==> src/rtl/ssd_scan_ctrl.sv <==
`default_nettype none
// ============================================================================
// Module  : ssd_scan_ctrl
// Desc    : Two-digit seven-segment scan controller with UART character intake
//           and a blanking gap at every digit switch.
// Rev     : 1.0  initial release
// ============================================================================
module ssd_scan_ctrl #(
  parameter int REFRESH_TICKS = 100000,
  parameter int BLANK_TICKS   = 1000
) (
  input  logic       CLK100MHZ,
  input  logic       ck_rst,
  input  logic [7:0] char_data,
  input  logic       char_valid,
  output logic       char_ready,
  output logic [6:0] seg,
  output logic       digit,
  output logic [3:0] led
);

  localparam int c_max_ticks = (REFRESH_TICKS > BLANK_TICKS) ? REFRESH_TICKS : BLANK_TICKS;
  localparam int c_cnt_w     = $clog2(c_max_ticks);

  localparam logic [c_cnt_w-1:0] c_refresh_last = c_cnt_w'(REFRESH_TICKS - 1);
  localparam logic [c_cnt_w-1:0] c_blank_last   = c_cnt_w'(BLANK_TICKS - 1);
  localparam logic [c_cnt_w-1:0] c_cnt_one      = c_cnt_w'(1);

  // State codes double as the led[3:2] status code and follow scan order.
  localparam logic [1:0] c_st_show0  = 2'b00;
  localparam logic [1:0] c_st_blank0 = 2'b01;
  localparam logic [1:0] c_st_show1  = 2'b10;
  localparam logic [1:0] c_st_blank1 = 2'b11;

  localparam logic [4:0] c_code_dash  = 5'd16;
  localparam logic [4:0] c_code_blank = 5'd17;

  localparam logic [1:0] c_kind_shift = 2'd0;
  localparam logic [1:0] c_kind_clear = 2'd1;
  localparam logic [1:0] c_kind_bad   = 2'd2;

  logic                r_ready;
  logic                r_toggle;
  logic                r_bad;
  logic [4:0]          r_left;
  logic [4:0]          r_right;
  logic [1:0]          r_state;
  logic [1:0]          r_led_state;
  logic [c_cnt_w-1:0]  r_cnt;
  logic [6:0]          r_seg;
  logic                r_digit;

  logic                w_accept;
  logic [1:0]          w_kind;
  logic [4:0]          w_code;
  logic                w_phase_last;
  logic [1:0]          w_state_next;

  function automatic logic [6:0] f_seg_pattern(input logic [4:0] code);
    logic [6:0] pat;
    case (code)
      5'd0:    pat = 7'b0111111;
      5'd1:    pat = 7'b0000110;
      5'd2:    pat = 7'b1011011;
      5'd3:    pat = 7'b1001111;
      5'd4:    pat = 7'b1100110;
      5'd5:    pat = 7'b1101101;
      5'd6:    pat = 7'b1111101;
      5'd7:    pat = 7'b0000111;
      5'd8:    pat = 7'b1111111;
      5'd9:    pat = 7'b1101111;
      5'd10:   pat = 7'b1110111;
      5'd11:   pat = 7'b1111100;
      5'd12:   pat = 7'b0111001;
      5'd13:   pat = 7'b1011110;
      5'd14:   pat = 7'b1111001;
      5'd15:   pat = 7'b1110001;
      5'd16:   pat = 7'b1000000;
      default: pat = 7'b0000000;
    endcase
    return pat;
  endfunction

  assign w_accept = char_valid & r_ready;

  always_comb begin
    w_kind = c_kind_bad;
    w_code = c_code_blank;
    if (char_data >= 8'h30 && char_data <= 8'h39) begin
      w_kind = c_kind_shift;
      w_code = {1'b0, char_data[3:0]};
    end else if ((char_data >= 8'h41 && char_data <= 8'h46) ||
                 (char_data >= 8'h61 && char_data <= 8'h66)) begin
      // Letters a..f sit at xxxx_x001..x110, so 8 + low bits + 1 gives 10..15.
      w_kind = c_kind_shift;
      w_code = {2'b01, char_data[2:0]} + 5'd1;
    end else if (char_data == 8'h2D) begin
      w_kind = c_kind_shift;
      w_code = c_code_dash;
    end else if (char_data == 8'h20) begin
      w_kind = c_kind_clear;
    end
  end

  always_ff @(posedge CLK100MHZ or negedge ck_rst) begin
    if (!ck_rst) begin
      r_ready  <= 1'b0;
      r_toggle <= 1'b0;
      r_bad    <= 1'b0;
      r_left   <= c_code_blank;
      r_right  <= c_code_blank;
    end else begin
      r_ready <= ~w_accept;
      if (w_accept) begin
        r_toggle <= ~r_toggle;
        case (w_kind)
          c_kind_shift: begin
            r_left  <= r_right;
            r_right <= w_code;
            r_bad   <= 1'b0;
          end
          c_kind_clear: begin
            r_left  <= c_code_blank;
            r_right <= c_code_blank;
            r_bad   <= 1'b0;
          end
          default: r_bad <= 1'b1;
        endcase
      end
    end
  end

  always_comb begin
    w_phase_last = 1'b0;
    w_state_next = r_state;
    case (r_state)
      c_st_show0: begin
        w_phase_last = (r_cnt == c_refresh_last);
        if (w_phase_last) w_state_next = c_st_blank0;
      end
      c_st_blank0: begin
        w_phase_last = (r_cnt == c_blank_last);
        if (w_phase_last) w_state_next = c_st_show1;
      end
      c_st_show1: begin
        w_phase_last = (r_cnt == c_refresh_last);
        if (w_phase_last) w_state_next = c_st_blank1;
      end
      default: begin
        w_phase_last = (r_cnt == c_blank_last);
        if (w_phase_last) w_state_next = c_st_show0;
      end
    endcase
  end

  // The segment register itself is the latched digit: loaded once on SHOW
  // entry from the pre-accept buffer and held for the whole phase.
  always_ff @(posedge CLK100MHZ or negedge ck_rst) begin
    if (!ck_rst) begin
      r_state     <= c_st_blank1;
      r_led_state <= 2'b00;
      r_cnt       <= '0;
      r_seg       <= 7'b0000000;
      r_digit     <= 1'b0;
    end else begin
      r_led_state <= w_state_next;
      if (w_phase_last) begin
        r_state <= w_state_next;
        r_cnt   <= '0;
        case (w_state_next)
          c_st_show0: begin
            r_seg   <= f_seg_pattern(r_right);
            r_digit <= 1'b0;
          end
          c_st_show1: begin
            r_seg   <= f_seg_pattern(r_left);
            r_digit <= 1'b1;
          end
          default: r_seg <= 7'b0000000;
        endcase
      end else begin
        r_cnt <= r_cnt + c_cnt_one;
      end
    end
  end

  assign char_ready = r_ready;
  assign seg        = r_seg;
  assign digit      = r_digit;
  assign led        = {r_led_state, r_bad, r_toggle};

endmodule
`default_nettype wire
==> config.mk <==
export PLATFORM = sky130hd
export DESIGN_NAME = ssd_scan_ctrl
export DESIGN_NICKNAME = d
export VERILOG_FILES = /design/src/rtl/ssd_scan_ctrl.sv
export SDC_FILE = /design/constraint.sdc
export NUM_CORES = 1
export LEC_CHECK = 0
export ABC_AREA = 1
export CAP_MARGIN = 10
export CORE_ASPECT_RATIO = 0.5
export CORE_MARGIN = 4
export CORE_UTILIZATION = 63
export DETAILED_ROUTE_END_ITERATION = 7
export HOLD_SLACK_MARGIN = 0.03
export PLACE_DENSITY = 0.87
export REMOVE_ABC_BUFFERS = 1
export SLEW_MARGIN = 20
export SYNTH_ARGS = -nofsm -noshare
export SYNTH_HDL_FRONTEND = slang
export SYNTH_SLANG_ARGS = --single-unit
export TNS_END_PERCENT = 100
==> constraint.sdc <==
create_clock -name CLK100MHZ -period 4.6 [get_ports CLK100MHZ]
set_input_delay 0.46 -clock CLK100MHZ [delete_from_list [all_inputs] [get_ports CLK100MHZ]]
set_output_delay 0.46 -clock CLK100MHZ [all_outputs]
set_load 0.03 [all_outputs]
After elaboration in Yosys (flattened, before gate mapping)
Memory sizes are Yosys's and may differ from the RTL's.
Cells that the tools add are included.
- word-level logic and storage cells: 63
- memories: 2
- memory bits (read-only): 448
- register bits after elaboration: 42
- reduce and logical (&&, ||, !) cells: 13
- magnitude comparators: 6
- add/subtract/negate cells: 2
- mux-type cells: 19
- equal/unequal tests: 8
- bitwise operators: 3
- memories (name ; words ; width ; read ports ; clocked after memory_dff ; write ports ; RTL line ; RTL):
    (no name shown) ; 32 ; 7 ; 1 ; 0 ; 0 ; 61 ; case (code)
    (no name shown) ; 32 ; 7 ; 1 ; 0 ; 0 ; 61 ;
- operators by type and width (cell ; number):
    case mux 5 bit (2 select lines) ; 2
    adder 17 x 1 -> 17 bit, second input constant ; 1
    == test 17 x 10 -> 1 bit, second input constant ; 1
    == test 17 bit, second input constant ; 1
    two-way mux 17 bit ; 1
    == test 8 x 6 -> 1 bit, second input constant ; 2
    >= comparator 8 x 7 -> 1 bit, second input constant ; 2
    <= comparator 8 x 7 -> 1 bit, second input constant ; 2
    two-way mux 2 bit ; 8
    case mux 7 bit (2 select lines) ; 1
    two-way mux 5 bit ; 2
    >= comparator 8 x 6 -> 1 bit, second input constant ; 1
    <= comparator 8 x 6 -> 1 bit, second input constant ; 1
    zero test 2 bit ; 3
    case mux 2 bit (3 select lines) ; 1
    adder 4 x 1 -> 5 bit, second input constant ; 1
    == test 2 x 1 -> 1 bit, second input constant ; 2
    == test 2 bit, second input constant ; 2
    AND reduction 2 bit ; 2
    nonzero test 2 bit ; 2
    OR reduction 2 bit ; 2
    logical AND 1 bit ; 3
    two-way mux 1 bit ; 3
    NOT 1 bit ; 2
    other kinds (3) ; 3

Longest topological paths before layout
Gate-level depths: netlist (run 1).
- depth after elaboration: 8
- mapped depth: 13
- depth with buffers taken out: 13

Least setup slack after synthesis (run 1)
Ideal clock, no wire load.
- kind: in2reg
- from: input char_data[0]
- to: register r_left[1]
- buffers on the path: 1
- setup slack: 2946 ps
- data required time: 4474 ps
- arrival time: 1528 ps
- stages: 9
- path through: inv_1 > ha_1 > nand2_1 > o211ai_1 > nand2_1 > nand3_1 > o21bai_4 > buf_4 > o21ai_0
- word-level cells in the longest chain between the ends: 8
- elaborated cells between the ends (all ways): 21
- classes of those cells: 6 x order compare; 3 x eq/ne; 5 x mux; 7 x reduce/logical
- RTL lines (what ; RTL line ; RTL):
    start, declared ; 14 ; input logic [7:0] char_data,
    >= comparator 8 x 7 -> 1 bit, or another cell as far along ; 92 ; end else if ((char_data >= 8'h41 && char_data <= 8'h46) ||
    logical AND 1 bit, or another cell as far along ; 92 ;
    logical OR 1 bit / two-way mux 2 bit (equally long branches) ; 92, 97 ;
    two-way mux 2 bit ; 92 ;
    two-way mux 2 bit * ; 89 ; if (char_data >= 8'h30 && char_data <= 8'h39) begin
    == test 2 x 1 -> 1 bit / zero test 2 bit (equally long branches) ; 116 ; case (w_kind)
    nonzero test 2 bit (no line) ; - ;
    AND reduction 2 bit (no line) ; - ;
    end signal, assigned ; 110 ; r_left <= c_code_blank;
    end signal, assigned ; 118 ; r_left <= r_right;
    end signal, assigned ; 123 ; r_left <= c_code_blank;
    end, declared ; 45 ; logic [4:0] r_left;
Every way passes the cells marked *; elsewhere a longest branch is shown, timed or not.
A chain may end at the register's enable or synchronous reset.

Worst setup path after layout (run 1)
- from: input char_data[0]
- to: register r_right[1]
- word-level cells in the longest chain between the ends: 8
- elaborated cells between the ends (all ways): 24
- classes of those cells: 1 x add/sub; 6 x order compare; 3 x eq/ne; 7 x mux; 7 x reduce/logical
- RTL lines (what ; RTL line ; RTL):
    >= comparator 8 x 7 -> 1 bit, or another cell as far along ; 92 ;
    logical AND 1 bit, or another cell as far along ; 92 ;
    logical OR 1 bit / two-way mux 2 bit (equally long branches) ; 92, 97 ;
    two-way mux 2 bit ; 92 ;
    two-way mux 2 bit ; 89 ;
    == test 2 x 1 -> 1 bit / zero test 2 bit (equally long branches) ; 116 ;
    nonzero test 2 bit (no line) ; - ;
    AND reduction 2 bit (no line) ; - ;
    end signal, assigned ; 111 ; r_right <= c_code_blank;
    end signal, assigned ; 119 ; r_right <= w_code;
    end signal, assigned ; 124 ; r_right <= c_code_blank;
    end, declared ; 46 ; logic [4:0] r_right;
Parallel ways exist; a longest one is shown, timed or not.

==> results of run 1 <==
[power by group]
group          total [W]  switching, W  internal [W]
clock network   0.000292      0.000130      0.000162
logic           0.000230      0.000136     0.0000939
registers       0.000441     0.0000404      0.000401
total           0.000963      0.000306      0.000656
[kinds of logic after synthesis]
family | Yosys count
AO/OA/AOI/OAI | 47
XOR/XNOR | 10
adder cells (fa/ha/maj) | 15
buffers and inverters | 59
flip-flops | 42
AND/OR/NAND/NOR | 208
[cell usage in the layout, fill, tap and decap left out]
master | netlist | final
nor4_2 | 1 | 1
nor4_1 | 2 | 2
or2_2 | 3 | 3
a211oi_1 | 1 | 1
inv_2 | 9 | 9
nand4_1 | 7 | 7
nand3_1 | 28 | 28
inv_1 | 41 | 41
clkbuf_8 | 0 | 5
a32oi_1 | 1 | 1
dfstp_2 | 6 | 6
xor2_1 | 9 | 9
nand2_2 | 5 | 5
nor3_4 | 1 | 1
nor2_4 | 2 | 2
clkbuf_1 | 2 | 1
nand2_4 | 1 | 1
nor3_2 | 1 | 1
o32ai_1 | 1 | 1
clkinvlp_4 | 0 | 1
a31oi_1 | 2 | 2
nor3_1 | 6 | 6
clkdlybuf4s50_1 | 0 | 22
xnor2_1 | 1 | 1
o21ai_0 | 21 | 21
o21bai_4 | 1 | 1
nor2_2 | 5 | 5
nand4_2 | 2 | 2
a21oi_1 | 17 | 17
o211ai_1 | 3 | 3
ha_1 | 15 | 15
buf_2 | 2 | 1
nand3_2 | 2 | 2
dfrtp_1 | 36 | 36
bufinv_16 | 0 | 1
nand2_1 | 104 | 104
or2_0 | 1 | 1
nor2_1 | 37 | 37
[state kept, by name, indices dropped and copies added (netlist names)]
register     count
seg              7
r_cnt           17
r_left           5
r_toggle         1
char_ready       1
r_right          5
r_led_state      2
digit            1
r_state          2
r_bad            1
[final cells by class]
type | instances | area (um^2) | area share [%]
Multi-Input combinational cell | 280 | 1510 | 47.7
Sequential cell | 42 | 1060 | 33.6
Timing Repair Buffer | 23 | 225 | 7.14
Inverter | 50 | 188 | 5.95
Clock buffer | 6 | 72.6 | 2.30
Tap cell | 54 | 67.6 | 2.14
Clock inverter | 2 | 37.5 | 1.19
[layer usage]
layer,global-route usage (%),routed length (um),vias up
li1,-,-,1263
met1,26.4,2630,1179
met2,45.1,2960,92
met3,4.63,299,24
met4,10.5,133,0
met5,0,0,-
[worst reg2reg max path, cell delays in order, from the launching register on]
cell	delay, ns
dfrtp_1	0.38
ha_1	0.21
inv_1	0.10
nor3_4	0.22
inv_2	0.05
nor2_2	0.12
nand4_2	0.23
nand2_2	0.28
nand2_1	0.10
nand2_1	0.06
[how the worst max path moves through the flow]
stage | from | to
after floorplan | char_data[0] | r_left[1]
after global placement | char_data[0] | r_right[1]
after detailed placement | char_data[0] | r_right[1]
after CTS | char_data[0] | r_right[1]
after global routing | char_data[0] | r_right[1]
final | char_data[0] | r_right[1]
[stage by stage]
| step | setup slack, ns | cell area [um^2] | power [W] | std cells | util (%) |
|---|---|---|---|---|---|
| 6_report | 2.43 | 3150 | 0.000963 | 457 | 77.2 |
| 5_1_grt | 2.26 | 3150 | 0.00102 | 457 | 77.2 |
| 4_1_cts | 2.48 | 3150 | 0.000966 | 457 | 77.2 |
| 3_5_place_dp | 2.17 | 3040 | 0.000671 | 449 | 74.5 |
| 3_3_place_gp | 2.30 | 3040 | 0.000659 | 449 | 74.5 |
| 2_1_floorplan | 2.99 | 2750 | 0.000596 | 372 | - |
==> qor.csv, run 1 <==
stage;metric;value;unit
setup_path;most frequent CP cell;nand2_1;
route;DRC;0;
synthesis;Synth Instances;381;
synthesis;yosys warns;0;
global_routing;vias in the first global route;2450;
setup_path;WP data required;4.84;ns
synthesis;largest cells by area after synthesis;dfrtp_1 (32%), nand2_1 (14%), ha_1 (6.7%), dfstp_2 (5.6%), inv_1 (5.5%);
global_routing;initial antenna violation count;0;
synthesis;sequential area share after synthesis;37.7;%
setup_path;CP endpoint kind;flip-flop;
sta;Fmax;461;MHz
clock_tree;H-tree levels;2;
setup_path;critical path's slowest cell;clkdlybuf4s50_1;
power;Leakage Power;1.56;nW
sta;post-layout minimum cycle time;2.17;ns
sta;worst hold slack;0.279;ns
synthesis;compound-gate portion of the synthesized area;9.59;%
route;wire per inst;13.2;um
sta;setup_tns;0;ns
setup_path;CP peak stage delay;0.53;ns
synthesis;Post-synth top cells;nand2_1 (104), inv_1 (41), nor2_1 (37);
setup_path;Setup crit start kind;primary input;
route;Detailed Routing Iterations Pass 1;5;
setup_path;reg2reg end;seg[5];
synthesis;post-synth cell types;37;
sta;Final Hold Vio Count;0;
clock_tree;Clock Pin Slew Worst Setup and Hold Paths;0.08;ns
clock_tree;clock sink total;42;
clock_tree;TritonCTS clock tree;built;
clock_tree;clock insertion delay at the later pin of the skew report;0.30;ns
route;Starting DRT DRC Count;108;
floorplanning;Die Ht;55.2;um
power;PD cells;305;mW/mm^2
synthesis;largest family of logic cells by synthesized area;simple AND/OR/NAND/NOR gates;
setup_path;Critical R2R Launch;r_cnt[0];
setup_path;worst path buffer plus inverter count;3;
placement;Placer Congestion;0.919;
floorplanning;die area;0.00565;mm^2
global_routing;pin count of the biggest net entering global routing;43;
outcome;status;finished, final reports clean;
route;Routed WL;6020;um
sta;unrepaired setup endpoints after global routing;no;
finish;Antenna diodes;0;
setup_path;delay-heaviest family, CP;simple AND/OR/NAND/NOR gates;
synthesis;asr flop ratio synth;100;%
min_path;Hold Crit Class;in -> async;
sta;max-slew violations;0;
synthesis;Avg Cell Area, Syn;7.37;um^2
floorplanning;effective utilization at floorplan;68.7;%
synthesis;Post-Synth Simple-Gate Area;34.2;%
clock_tree;post-CTS resize count;0;
clock_tree;Clock Tree Buf Depth;2;
synthesis;Synth Area in XOR/XNOR;3.12;%
floorplanning;Cell Rows;16;
placement;Post-DP HPWL;4560;um
global_routing;total global-route track usage;23.6;%
setup_path;CP cell instances;clkdlybuf4s50_1 > inv_1 > ha_1 > nand2_1 > nor2_1 > nand2_1 > nand3_1 > inv_1 > nor2_1 > nor2_1 > nand2_1 > nand2_1;
route;routed vias/inst;5.60;
synthesis;cell taking the most area after synthesis;dfrtp_1;
sta;slew margin rel.;40.3;%
global_routing;total gr overflow;0;
floorplanning;core area;0.00408;mm^2
finish;Layout area overhead;12.4;%
sta;Worst Tran Pin Value;0.895;ns
floorplanning;io pins;24;
setup_path;r2r worst-path depth;9;
clock_tree;clock tree root driver cell;clkbuf_8;
job;maxcap violations;0;
power;Peak VDD IR;0.000205;V
setup_path;R2R setup slack;2.78;ns
setup_path;critical path class;in -> reg;
synthesis;Syn Std Cell Area;0.00281;mm^2
placement;Port-buffer cells;23;
setup_path;Critical Path Stages;12;
sta;Setup Viol. Count Final;0;
floorplanning;die width;102;um
setup_path;Max FO, Critical Path;5;
clock_tree;post-cts hold buffer count;0;
global_routing;first-pass GRT wire length;10300;um
synthesis;Main synth FF type;dfrtp_1;
sta;crit share post-route;47.2;%
synthesis;most numerous cell in the Yosys netlist;nand2_1;
route;DR vias;2558;
sta;Clock Skew;0.00502;ns
synthesis;EDFF count, synth;0;
synthesis;Post-Synth Adder-Cell Area;6.69;%
synthesis;mux cell area share after synthesis;0;%
synthesis;Synth top area share;32.1;%
finish;share of layout cells above drive strength 1;11.7;%
setup_path;worst path arrival time;2.41;ns
finish;Fillers;292;
synthesis;#FFs+latches synth;42;
finish;fin nets;428;
route;post-route ant nets;0;
clock_tree;CTS Buf Count;5;
clock_tree;post-CTS setup buffers;0;
(Power assumes the default switching activity.)
==> run 2, diff against run 1 <==
--- a/config.mk
+++ b/config.mk
@@ -9,10 +9,10 @@
 export CAP_MARGIN = 10
 export CORE_ASPECT_RATIO = 0.5
 export CORE_MARGIN = 4
-export CORE_UTILIZATION = 63
+export CORE_UTILIZATION = 52
 export DETAILED_ROUTE_END_ITERATION = 7
 export HOLD_SLACK_MARGIN = 0.03
-export PLACE_DENSITY = 0.87
+export PLACE_DENSITY = 0.77
 export REMOVE_ABC_BUFFERS = 1
 export SLEW_MARGIN = 20
 export SYNTH_ARGS = -nofsm -noshare
==> constraint.sdc (replaced) <==
create_clock -name CLK100MHZ -period 1.9 [get_ports CLK100MHZ]
set_input_delay 0.19 -clock CLK100MHZ [delete_from_list [all_inputs] [get_ports CLK100MHZ]]
set_output_delay 0.19 -clock CLK100MHZ [all_outputs]
set_load 0.03 [all_outputs]
==> run 2 against run 1 <==
- worst hold slack better by 0.013 ns
- die area up 19%
- via count fell by 0.47%
- utilization is 11 points lower
- combinational power increased by 150%
- largest cell class unchanged
==> qor.csv, run 2 (synthesis gave the netlist of run 1 again) <==
stage;metric;value;unit;change
outcome;status;finished, final reports clean;;unchanged
route;met3 wire len;226;um;was 299 um
setup_path;worst path arrival time;1.95;ns;was 2.41 ns
finish;Multi-input gate area;0.00155;mm^2;was 0.00151 mm^2
route;Post-Route M1 WL;2620;um;was 2630 um
placement;Cell Area, Placed;0.00313;mm^2;was 0.00304 mm^2
setup_path;r2r worst-path depth;13;;was 9
finish;fin nets;446;;was 428
finish;Fillers;432;;was 292
route;met2 wire len;3080;um;was 2960 um
floorplanning;core area;0.00507;mm^2;was 0.00408 mm^2
route;DR vias;2546;;was 2558
setup_path;Max FO, Critical Path;7;;was 5
sta;Fmax;564;MHz;
floorplanning;die area;0.00671;mm^2;was 0.00565 mm^2
route;DRC;0;;unchanged
clock_tree;CTS Buf Count;5;;unchanged
floorplanning;io pins;24;;unchanged
route;Routed WL;6000;um;was 6020 um
power;sw frac;31.1;%;was 31.8%
finish;Finished Cell Area;0.00334;mm^2;was 0.00315 mm^2
placement;Placer Congestion;0.972;;was 0.919
finish;Top reg by flops;r_cnt;;unchanged
power;cell-internal power;0.00160;W;was 0.000656 W
setup_path;critical path class;reg -> reg;;was in -> reg
power;Comb power frac;24.5;%;was 23.9%
route;wire per inst;12.2;um;was 13.2 um
setup_path;WP data required;2.08;ns;was 4.84 ns
sta;Final Hold Vio Count;0;;unchanged
route;Starting DRT DRC Count;207;;was 108
clock_tree;Clock Pin Slew Worst Setup and Hold Paths;0.08;ns;about the same
sta;crit share post-route;93.3;%;
finish;Layout area overhead;19.1;%;was 12.4%
sta;post-layout minimum cycle time;1.77;ns;
power;Tot Pwr;0.00232;W;was 0.000963 W
finish;commonest non-fill, non-tap cell in the layout;nand2_1;;unchanged
finish;commonest non-fill, non-tap cells in the layout;nand2_1 (104), inv_1 (41), nor2_1 (37), dfrtp_1 (36), nand3_1 (28);;unchanged
sta;Worst Tran Pin Value;0.422;ns;was 0.895 ns
clock_tree;clock sink total;42;;unchanged
power;Peak VDD IR;0.000418;V;was 0.000205 V
global_routing;initial antenna violation count;0;;unchanged
min_path;Hold Crit Class;in -> async;;unchanged
clock_tree;clock insertion delay at the later pin of the skew report;0.29;ns;was 0.30 ns
finish;share of layout cells above drive strength 1;15.2;%;was 11.7%
global_routing;first-pass GRT wire length;10300;um;about the same
floorplanning;effective utilization at floorplan;55.4;%;was 68.7%
power;P_sw;0.000720;W;was 0.000306 W
sta;Setup Viol. Count Final;0;;unchanged
placement;Post-DP HPWL;4500;um;was 4560 um
power;Leakage Power;1.65;nW;was 1.56 nW
power;Seq pwr share;45.4;%;was 45.8%
clock_tree;TritonCTS clock tree;built;;unchanged
global_routing;vias in the first global route;2406;;was 2450
sta;slew margin rel.;71.9;%;was 40.3%
route;routed vias/inst;5.19;;was 5.60
global_routing;total gr overflow;0;;unchanged
placement;Port-buffer cells;23;;unchanged
route;top layer used by detailed routing;met4;;unchanged
power;clock power share;30.0;%;was 30.3%
setup_path;CP endpoint kind;flip-flop;;unchanged
global_routing;pin count of the biggest net entering global routing;35;;was 43
floorplanning;Cell Rows;18;;was 16
global_routing;total global-route track usage;18.8;%;was 23.6%
setup_path;Setup crit start kind;flip-flop;;was primary input
route;post-route ant nets;0;;unchanged
sta;Clock Skew;0.00617;ns;was 0.00502 ns
power;PD cells;694;mW/mm^2;was 305 mW/mm^2
clock_tree;Clock Tree Buf Depth;2;;unchanged
route;Detailed Routing Iterations Pass 1;5;;unchanged
clock_tree;clock tree root driver cell;clkbuf_8;;unchanged
finish;area occupied by registers;0.00106;mm^2;unchanged
finish;Antenna diodes;0;;unchanged
finish;Largest register FFs;17;;unchanged
floorplanning;die width;112;um;was 102 um
clock_tree;H-tree levels;2;;unchanged
floorplanning;Die Ht;59.9;um;was 55.2 um
sta;max-slew violations;0;;unchanged
job;maxcap violations;0;;unchanged
## run 2: critical path, cell delays in order, from the launching register on
cell	delay [ns]
dfrtp_1	0.39
ha_4	0.16
inv_1	0.07
nor2_1	0.09
nand2_1	0.09
nor2_4	0.16
nand4_1	0.12
buf_4	0.18
nand2_4	0.10
nor2_4	0.06
nand2_1	0.07
nand2_1	0.06
nand2_1	0.06
nand2_1	0.04
## run 2: layer usage
layer / global-route usage (%) / up-vias
met5: 0 / -
met4: 7.11 / 0
met3: 3.44 / 9
met2: 35.8 / 71
met1: 21.6 / 1162
li1: - / 1304
## run 2: final timing paths
check,from,end,slack [ns]
max,r_cnt[1],seg[4],0.13
min,ck_rst,r_right[3],0.29
max reg2reg,r_cnt[1],seg[4],0.13
min reg2reg,r_toggle,r_toggle,0.48
max in group asynchronous,ck_rst,r_state[0],0.91
min in group CLK100MHZ,r_toggle,r_toggle,0.48
## run 2: cell type report
class | instances | area share [%]
Clock buffer | 7 | 2.28
Clock inverter | 1 | 0.899
Inverter | 50 | 5.62
Multi-Input combinational cell | 281 | 46.3
Sequential cell | 42 | 31.7
Tap cell | 70 | 2.62
Timing Repair Buffer | 40 | 10.6
## run 2: power by group through the flow
stage / Sequential [W] / Clock, W / Combinational (W)
global route: 0.00107 / 0.000753 / 0.000641
finish: 0.00105 / 0.000697 / 0.000569
global placement: 0.00107 / 0 / 0.000540
detailed placement: 0.00107 / 0 / 0.000554
floorplan: 0.00108 / 0 / 0.000365
CTS: 0.00105 / 0.000716 / 0.000565
## run 2: through the flow
stage / hold slack (ns) / worst slack, ns / instances / TNS (ns) / util [%]
floorplan: -0.106 / 0.339 / 372 / 0 / -
global placement: 0.0416 / 0.00882 / 474 / 0 / 61.8
detailed placement: 0.0470 / -0.104 / 474 / -0.747 / 61.8
CTS: 0.259 / 0.0769 / 483 / 0 / 64.1
global route: 0.304 / -0.0560 / 491 / -0.263 / 66.0
finish: 0.291 / 0.128 / 491 / 0 / 66.0
## run 2: repair_timing
action,in CTS,in global routing
endpoints found under the setup margin,0,11
hold endpoints to repair,8,0
setup buffers,0,7
resized for setup,0,6
hold buffers,1,0
